**src/rtl/mem_bus_arbiter_if.sv**
```systemverilog
// Request/acknowledge bus between one master and the memory arbiter.
// The master drives req/we/addr/wdata; the arbiter answers with ack/rdata.
interface mem_bus_arbiter_if #(
  parameter int ADDR_W = 32,
  parameter int DATA_W = 32
);
  logic              req;
  logic              we;
  logic [ADDR_W-1:0] addr;
  logic [DATA_W-1:0] wdata;
  logic              ack;
  logic [DATA_W-1:0] rdata;

  modport master (output req, we, addr, wdata, input  ack, rdata);
  modport slave  (input  req, we, addr, wdata, output ack, rdata);
endinterface

```
**src/rtl/mem_bus_arbiter.sv**
```systemverilog
// Two-master arbiter for a single-port memory: serialises requests into one-cycle
// read/write strobes, waits the fixed read latency and returns data to the owner.
module mem_bus_arbiter #(
  parameter int ADDR_W      = 32,
  parameter int DATA_W      = 32,
  parameter int MEM_LATENCY = 1,
  parameter int PRIORITY_M1 = 0
) (
  input  logic                clk,
  input  logic                rst,
  mem_bus_arbiter_if.slave    m0,
  mem_bus_arbiter_if.slave    m1,
  output logic                mem_rd_en_o,
  output logic                mem_wr_en_o,
  output logic [ADDR_W-1:0]   mem_addr_o,
  output logic [DATA_W-1:0]   mem_data_o,
  input  logic [DATA_W-1:0]   mem_data_i,
  output logic                busy_o,
  output logic                owner_o
);

  typedef enum logic [1:0] {
    IDLE  = 2'd0,
    ISSUE = 2'd1,
    WAIT  = 2'd2,
    RESP  = 2'd3
  } state_t;

  state_t            state_q, state_d;
  logic              owner_q, owner_d;
  logic              last_owner_q, last_owner_d;
  logic              we_q, we_d;
  logic [ADDR_W-1:0] addr_q, addr_d;
  logic [DATA_W-1:0] wdata_q, wdata_d;
  logic [3:0]        cnt_q, cnt_d;
  logic [DATA_W-1:0] rdata0_q, rdata0_d;
  logic [DATA_W-1:0] rdata1_q, rdata1_d;
  logic              rd_en_q, rd_en_d;
  logic              wr_en_q, wr_en_d;
  logic              ack0_q, ack0_d;
  logic              ack1_q, ack1_d;
  logic              busy_q, busy_d;

  // Returns 1 when M1 should be granted this cycle.
  function automatic logic pick_m1(input logic r0, input logic r1, input logic last);
    if (r0 && r1)
      return (PRIORITY_M1 != 0) ? 1'b1 : !last;
    return r1;
  endfunction

  always_comb begin
    state_d      = state_q;
    owner_d      = owner_q;
    last_owner_d = last_owner_q;
    we_d         = we_q;
    addr_d       = addr_q;
    wdata_d      = wdata_q;
    cnt_d        = cnt_q;
    rdata0_d     = rdata0_q;
    rdata1_d     = rdata1_q;

    case (state_q)
      IDLE: begin
        if (m0.req || m1.req) begin
          owner_d = pick_m1(m0.req, m1.req, last_owner_q);
          we_d    = owner_d ? m1.we    : m0.we;
          addr_d  = owner_d ? m1.addr  : m0.addr;
          wdata_d = owner_d ? m1.wdata : m0.wdata;
          state_d = ISSUE;
        end
      end
      ISSUE: begin
        if (we_q) begin
          state_d = RESP;
        end else begin
          cnt_d   = 4'(MEM_LATENCY);
          state_d = WAIT;
        end
      end
      WAIT: begin
        cnt_d = cnt_q - 4'd1;
        // Count of 1 marks the last latency cycle: memory data is valid now.
        if (cnt_q == 4'd1) begin
          if (owner_q) rdata1_d = mem_data_i;
          else         rdata0_d = mem_data_i;
          state_d = RESP;
        end
      end
      RESP: begin
        last_owner_d = owner_q;
        state_d      = IDLE;
      end
      default: state_d = IDLE;
    endcase

    // Outputs are registered from the next state so they line up with it.
    rd_en_d = (state_d == ISSUE) && !we_d;
    wr_en_d = (state_d == ISSUE) &&  we_d;
    ack0_d  = (state_d == RESP)  && !owner_d;
    ack1_d  = (state_d == RESP)  &&  owner_d;
    busy_d  = (state_d != IDLE);
  end

  always_ff @(posedge clk) begin
    if (rst) begin
      state_q      <= IDLE;
      owner_q      <= 1'b0;
      last_owner_q <= 1'b1;
      we_q         <= 1'b0;
      addr_q       <= '0;
      wdata_q      <= '0;
      cnt_q        <= '0;
      rdata0_q     <= '0;
      rdata1_q     <= '0;
      rd_en_q      <= 1'b0;
      wr_en_q      <= 1'b0;
      ack0_q       <= 1'b0;
      ack1_q       <= 1'b0;
      busy_q       <= 1'b0;
    end else begin
      state_q      <= state_d;
      owner_q      <= owner_d;
      last_owner_q <= last_owner_d;
      we_q         <= we_d;
      addr_q       <= addr_d;
      wdata_q      <= wdata_d;
      cnt_q        <= cnt_d;
      rdata0_q     <= rdata0_d;
      rdata1_q     <= rdata1_d;
      rd_en_q      <= rd_en_d;
      wr_en_q      <= wr_en_d;
      ack0_q       <= ack0_d;
      ack1_q       <= ack1_d;
      busy_q       <= busy_d;
    end
  end

  assign m0.ack      = ack0_q;
  assign m0.rdata    = rdata0_q;
  assign m1.ack      = ack1_q;
  assign m1.rdata    = rdata1_q;
  assign mem_rd_en_o = rd_en_q;
  assign mem_wr_en_o = wr_en_q;
  assign mem_addr_o  = addr_q;
  assign mem_data_o  = wdata_q;
  assign busy_o      = busy_q;
  assign owner_o     = owner_q;

endmodule

```
**src/flat_wrapper.sv**
```systemverilog
// flat-port wrapper written by rule: the top's interface ports become plain ports
module mem_bus_arbiter_flat 
#(
  parameter int ADDR_W      = 32,
  parameter int DATA_W      = 32,
  parameter int MEM_LATENCY = 1,
  parameter int PRIORITY_M1 = 0
)
  (clk, rst, mem_rd_en_o, mem_wr_en_o, mem_addr_o, mem_data_o, mem_data_i, busy_o, owner_o, m0_req, m0_we, m0_addr, m0_wdata, m0_ack, m0_rdata, m1_req, m1_we, m1_addr, m1_wdata, m1_ack, m1_rdata);
  mem_bus_arbiter_if #(.ADDR_W(ADDR_W), .DATA_W(DATA_W)) m0_i ();
  mem_bus_arbiter_if #(.ADDR_W(ADDR_W), .DATA_W(DATA_W)) m1_i ();
  input  logic clk;
  input  logic rst;
  output logic mem_rd_en_o;
  output logic mem_wr_en_o;
  output logic [ADDR_W-1:0] mem_addr_o;
  output logic [DATA_W-1:0] mem_data_o;
  input  logic [DATA_W-1:0] mem_data_i;
  output logic busy_o;
  output logic owner_o;
  input wire logic [$bits(m0_i.req)-1:0] m0_req;
  input wire logic [$bits(m0_i.we)-1:0] m0_we;
  input wire logic [$bits(m0_i.addr)-1:0] m0_addr;
  input wire logic [$bits(m0_i.wdata)-1:0] m0_wdata;
  output wire logic [$bits(m0_i.ack)-1:0] m0_ack;
  output wire logic [$bits(m0_i.rdata)-1:0] m0_rdata;
  input wire logic [$bits(m1_i.req)-1:0] m1_req;
  input wire logic [$bits(m1_i.we)-1:0] m1_we;
  input wire logic [$bits(m1_i.addr)-1:0] m1_addr;
  input wire logic [$bits(m1_i.wdata)-1:0] m1_wdata;
  output wire logic [$bits(m1_i.ack)-1:0] m1_ack;
  output wire logic [$bits(m1_i.rdata)-1:0] m1_rdata;
  assign m0_i.req = m0_req;
  assign m0_i.we = m0_we;
  assign m0_i.addr = m0_addr;
  assign m0_i.wdata = m0_wdata;
  assign m0_ack = m0_i.ack;
  assign m0_rdata = m0_i.rdata;
  assign m1_i.req = m1_req;
  assign m1_i.we = m1_we;
  assign m1_i.addr = m1_addr;
  assign m1_i.wdata = m1_wdata;
  assign m1_ack = m1_i.ack;
  assign m1_rdata = m1_i.rdata;
  mem_bus_arbiter #(.ADDR_W(ADDR_W), .DATA_W(DATA_W), .MEM_LATENCY(MEM_LATENCY), .PRIORITY_M1(PRIORITY_M1)) u_core (.clk(clk), .rst(rst), .m0(m0_i), .m1(m1_i), .mem_rd_en_o(mem_rd_en_o), .mem_wr_en_o(mem_wr_en_o), .mem_addr_o(mem_addr_o), .mem_data_o(mem_data_o), .mem_data_i(mem_data_i), .busy_o(busy_o), .owner_o(owner_o));
endmodule
```
**config.mk**
```make
export PLATFORM = sky130hd
export DESIGN_NAME = mem_bus_arbiter_flat
export DESIGN_NICKNAME = d
export VERILOG_FILES = /design/src/rtl/mem_bus_arbiter_if.sv /design/src/rtl/mem_bus_arbiter.sv /design/src/flat_wrapper.sv
export SDC_FILE = /design/constraint.sdc
export NUM_CORES = 1
export LEC_CHECK = 0
export ABC_AREA = 0
export BUFFER_PORTS_ARGS = -buffer_cell sky130_fd_sc_hd__buf_2
export CAP_MARGIN = 20
export CORE_MARGIN = 4
export CORE_UTILIZATION = 42
export CTS_BUF_LIST = sky130_fd_sc_hd__clkbuf_8
export DETAILED_ROUTE_END_ITERATION = 10
export PLACE_DENSITY_LB_ADDON = 0.25
export SLEW_MARGIN = 20
export SYNTH_ARGS = -nofsm -noshare
export SYNTH_HDL_FRONTEND = slang
export SYNTH_SLANG_ARGS = --single-unit
export TNS_END_PERCENT = 100
```
**constraint.sdc**
```tcl
create_clock -name clk -period 1.9 [get_ports clk]
set_clock_uncertainty 0.2 [all_clocks]
set_input_delay 0.285 -clock clk [delete_from_list [all_inputs] [get_ports clk]]
set_output_delay 0.285 -clock clk [all_outputs]
set_load 0.03 [all_outputs]
```
# Yosys cells after proc, flatten, opt, wreduce, memory -nomap -nowiden

Cells that the tools add are included.

Register bits after elaboration: 142
Word-level logic and storage cells: 59
Output and inout bits: 134
Input port bits: 166

Eq/ne operators: 7
Reduce and logical (&&, ||, !) cells: 16
Add/sub/neg operators: 1
Bitwise logic cells: 1
Multiplexer cells: 20

Operator list:

| kind                | count |
|---|---|
| $mux 32             | 2 |
| $mux 1              | 13 |
| $pmux 2 s4          | 1 |
| $pmux 4 s2          | 1 |
| $eq 2x2->1 const B  | 3 |
| $reduce_and 3->1    | 2 |
| $logic_and 1x1->1   | 5 |
| $eq 2x1->1 const B  | 2 |
| $eq 4x1->1 const B  | 1 |
| $mux 2              | 2 |
| $mux 4              | 1 |
| $reduce_and 2->1    | 2 |
| $reduce_bool 2->1   | 2 |
| $sub 4x1->4 const B | 1 |
| $logic_not 1->1     | 3 |
| $logic_not 2->1     | 1 |
| $ne 2x2->1 const B  | 1 |
| $logic_or 1x1->1    | 1 |
| $not 1->1           | 1 |

# Depth between registers and ports, before layout

Word-level depth: 12
Gate-level depth with buffers: 8
Gate-level depth less buffers: 6

# Worst setup path before layout

No wires, ideal clock.

Path type: flip-flop to flip-flop
From: register u_core.state_q[0]
To: register u_core.rdata1_q[25] (netlist: u_core.m1.rdata[25])
Stages on the path, launching flop included: 9
Buffers on the path: 2
Setup time: 0.136 ns
Required time: 1.564 ns
Path slack: 0.079 ns
Clock period less this slack: 1.821 ns
Arrival time: 1.485 ns
Cell sequence: dfxtp_1 -> inv_1 -> ha_1 -> and4bb_1 -> and2_1 -> clkbuf_4 -> buf_6 -> nand2_1 -> a21oi_2

Word-level cells in the longest chain between the ends: 2

Ends and longest elaborated chain:

| element                           | line                   | source |
|---|---|---|
| start, declared                   | mem_bus_arbiter.sv:29  | `state_t state_q, state_d;` |
| start signal, assigned            | mem_bus_arbiter.sv:121 | `state_q <= state_d;` |
| $eq 2x2->1                        | mem_bus_arbiter.sv:62  | `case (state_q)` |
| $reduce_and 3->1 (no source line) | --                     |  |
| end signal, assigned              | mem_bus_arbiter.sv:129 | `rdata1_q <= rdata1_d;` |
| end, declared                     | mem_bus_arbiter.sv:37  | `logic [DATA_W-1:0] rdata1_q, rdata1_d;` |

No other way between the ends.
A chain may end at the register's enable or synchronous reset.

# Worst setup path after layout

From: register u_core.state_q[1]
To: register u_core.wdata_q[2] (netlist: u_core.mem_data_o[2])

Word-level cells in the longest chain between the ends: 2

Ends and longest elaborated chain:

| element                           | line                   | source |
|---|---|---|
| $logic_not 2->1                   | mem_bus_arbiter.sv:62  |  |
| $reduce_and 2->1 (no source line) | --                     |  |
| end signal, assigned              | mem_bus_arbiter.sv:126 | `wdata_q <= wdata_d;` |
| end, declared                     | mem_bus_arbiter.sv:34  | `logic [DATA_W-1:0] wdata_q, wdata_d;` |

No other way between the ends.

==> results.json <==
{
  "fin_crit_sh": 0.960,
  "io_pins": 300,
  "initial_core_util": 0.429,
  "seq_area_um2": 2840,
  "max_clock_freq_mhz": 548,
  "nets": 1324,
  "cp.arrival_ns": 1.95,
  "cp-start-kind": "flip-flop",
  "hold_class": "input port to flip-flop",
  "relSlewSlack": 0.785,
  "critPathMaxStageDelay_ns": 0.33,
  "final_util": 0.717,
  "vias": 6965,
  "setup.worst_path.end_class": "flip-flop",
  "dp_hpwl_um": 12800,
  "die_h_um": 124,
  "drive_gt1_frac": 0.319,
  "leakagePower_uw": 0.00432,
  "final_common_cell": "buf_2",
  "post_drt_wl_per_cell_um": 16.7,
  "core-area_um2": 13200,
  "path_cells": "inv_1 -> ha_2 -> o21a_4 -> buf_12 -> nor2_1 -> a311oi_2",
  "drt_iter0_drc": 453,
  "place.gp.congestion": 0.831,
  "synthesis.nets": 877,
  "grt_pass1_wl_um": 33400,
  "power_density_nw_per_um2": 1260,
  "cap_violations": 0,
  "avgSynthCellArea_um2": 8.04,
  "critPathMaxFanout": 40,
  "synth_cell_type_count": 33,
  "fill_cells": 922,
  "finalNonFillerCells": 1341,
  "syn_to_final_growth_pct": 67.3,
  "die_w_um": 124,
  "grt_max_degree": 65,
  "drcViolationCount": 0,
  "fin_crit_ns": 1.82,
  "synth_area_um2": 5660,
  "tritoncts": "done",
  "drtAntennaViolNets": 0,
  "layout_common_cells": "298 x buf_2, 262 x nand2_1, 161 x dlygate4sd3_1, 142 x dfxtp_1, 68 x nor2_1",
  "synth_warnings": 0,
  "required_ns": 2.03,
  "netlist_instances": 704,
  "holdWs_ns": 0.0964,
  "clk_pin_slew_worst_paths_ns": 0.08,
  "drv_slew": 0,
  "ir_drop_mv": 0.826,
  "via_per_inst": 5.19,
  "multi_input_area_um2": 2540,
  "status": "complete, no violations",
  "worst_pin_slew_ns": 0.320,
  "setup_viol_count_final": 0,
  "ctsHtreeMaxLevel": 4,
  "portBuffers": 299,
  "cts_buffer_depth": 2,
  "dr.pass1.iters": 5,
  "ys_ff_latch": 142,
  "crit_slowest_cell": "dfxtp_1",
  "cts.sinks": 142,
  "hold_violations": 0,
  "antenna_found_initial": 1,
  "grt_pass1_vias": 6820,
  "fp-row-count": 42,
  "place_inst": 1145,
  "wirelength_um": 22400,
  "ys_seq_area_frac": 0.503,
  "grt_overflow": 0,
  "dieArea_um2": 15400,
  "critPathKind": "flip-flop to flip-flop",
  "clockRootBuffer": "clkbuf_8",
  "grtUsageTotal": 0.277,
  "clk-insertion-delay-late_ns": 0.43,
  "cts_buffers": 17
}
sequential cells by signal (all words and copies together) (netlist names):
signal,count
u_core.we_q,1
u_core.state_q,2
u_core.mem_wr_en_o,1
u_core.m1.ack,1
u_core.busy_o,1
u_core.cnt_q,4
u_core.mem_addr_o,32
u_core.mem_data_o,32
u_core.m0.ack,1
u_core.m0.rdata,32
u_core.mem_rd_en_o,1
u_core.m1.rdata,32
u_core.last_owner_q,1
u_core.owner_o,1
cells by family after synthesis:
group / count (synthesis) / share of synthesized area
fa+ha+maj: 7 / 0.0155
buf+inv: 62 / 0.0588
simple gates: 349 / 0.242
flops: 142 / 0.503
mux: 1 / 0.00177
compound gates: 143 / 0.179
through the flow:
stage | TNS [ns] | instance area, um^2 | total power, uW | setup WS, ns
6_report | 0 | 9460 | 11900 | 0.0758
5_1_grt | -0.0120 | 9460 | 12500 | -0.0120
4_1_cts | 0 | 9390 | 11600 | 0.0831
3_5_place_dp | 0 | 7370 | 8810 | 0.100
3_3_place_gp | 0 | 7370 | 8760 | 0.175
2_1_floorplan | 0 | 5660 | 7330 | 0.0789
synth_stat cells:
library cell  number  area share
o32ai_1            1      0.0015
a2bb2oi_1          1      0.0015
o21ai_0            3      0.0027
ha_1               7       0.015
nor3_1             3      0.0027
buf_2             20       0.018
buf_4              1      0.0013
nand2_1          263        0.17
and4bb_1           1      0.0022
nor4b_1            1      0.0015
a311o_1            1      0.0018
o21a_1             2      0.0027
and2_1             2      0.0022
mux2i_1            1      0.0018
clkbuf_1          21       0.014
a211o_1            1      0.0015
nor2_1            69       0.046
or2b_4             1      0.0020
buf_6              9       0.018
or2b_1             1      0.0013
clkbuf_4           1      0.0013
inv_1              7      0.0046
and3_1             2      0.0022
a22oi_1            1      0.0013
buf_1              3      0.0020
nand4bb_1          1      0.0020
a21oi_2            7       0.011
and3b_1            1      0.0015
nor2b_1            4      0.0044
a21oi_1           59       0.052
dfxtp_1          142        0.50
a311oi_1          65        0.10
a31oi_1            2      0.0022
final timing paths:
path	startpoint	to	slack, ns	cells past startpoint
min reg2reg	u_core.m1.rdata[26]$_SDFFE_PP0P_	u_core.m1.rdata[26]$_SDFFE_PP0P_	0.25	2
min	m1_we	u_core.we_q$_SDFF_PP0_	0.1	4
max	u_core.state_q[1]$_SDFF_PP0_	u_core.mem_data_o[2]$_SDFFE_PP0P_	0.08	6
max reg2reg	u_core.state_q[1]$_SDFF_PP0_	u_core.mem_data_o[2]$_SDFFE_PP0P_	0.08	6
per-layer routing:
metal	GRT usage	wire length, um	vias up
li1	-	-	3273
met1	0.311	8260	3152
met2	0.451	10800	448
met3	0.0867	2180	92
met4	0.185	1140	0
met5	0	0	-
power by group:
group          total, uW  leakage (uW)  switching (uW)  internal [uW]
Clock               2520      0.000195            1190           1330
Combinational       5290       0.00297            3440           1850
Sequential          4120       0.00116             417           3700
area by class of cell:
type / count / area share
repair buffers: 482 / 0.361
diodes: 1 / 0.000264
clock inverters: 14 / 0.0176
inverters: 7 / 0.00278
well taps: 176 / 0.0233
clock buffers: 18 / 0.0262
flip-flops and latches: 142 / 0.300
multi-input cells: 501 / 0.268
critical path, delay by kind of cell (launching register included):
family | cells | cell delay (ns)
AO/OA/AOI/OAI | 2 | 0.51
flip-flops | 1 | 0.33
adder cells (fa/ha/maj) | 1 | 0.24
AND/OR/NAND/NOR | 1 | 0.10
buffers and inverters | 2 | 0.32
repair_timing:
action,in CTS,in global routing
setup endpoints to repair,0,22
buffers inserted,0,1
hold buffers,161,0
endpoints found under the hold margin,133,0
gates resized for setup,0,11
Power figures use the tool's default switching activity.
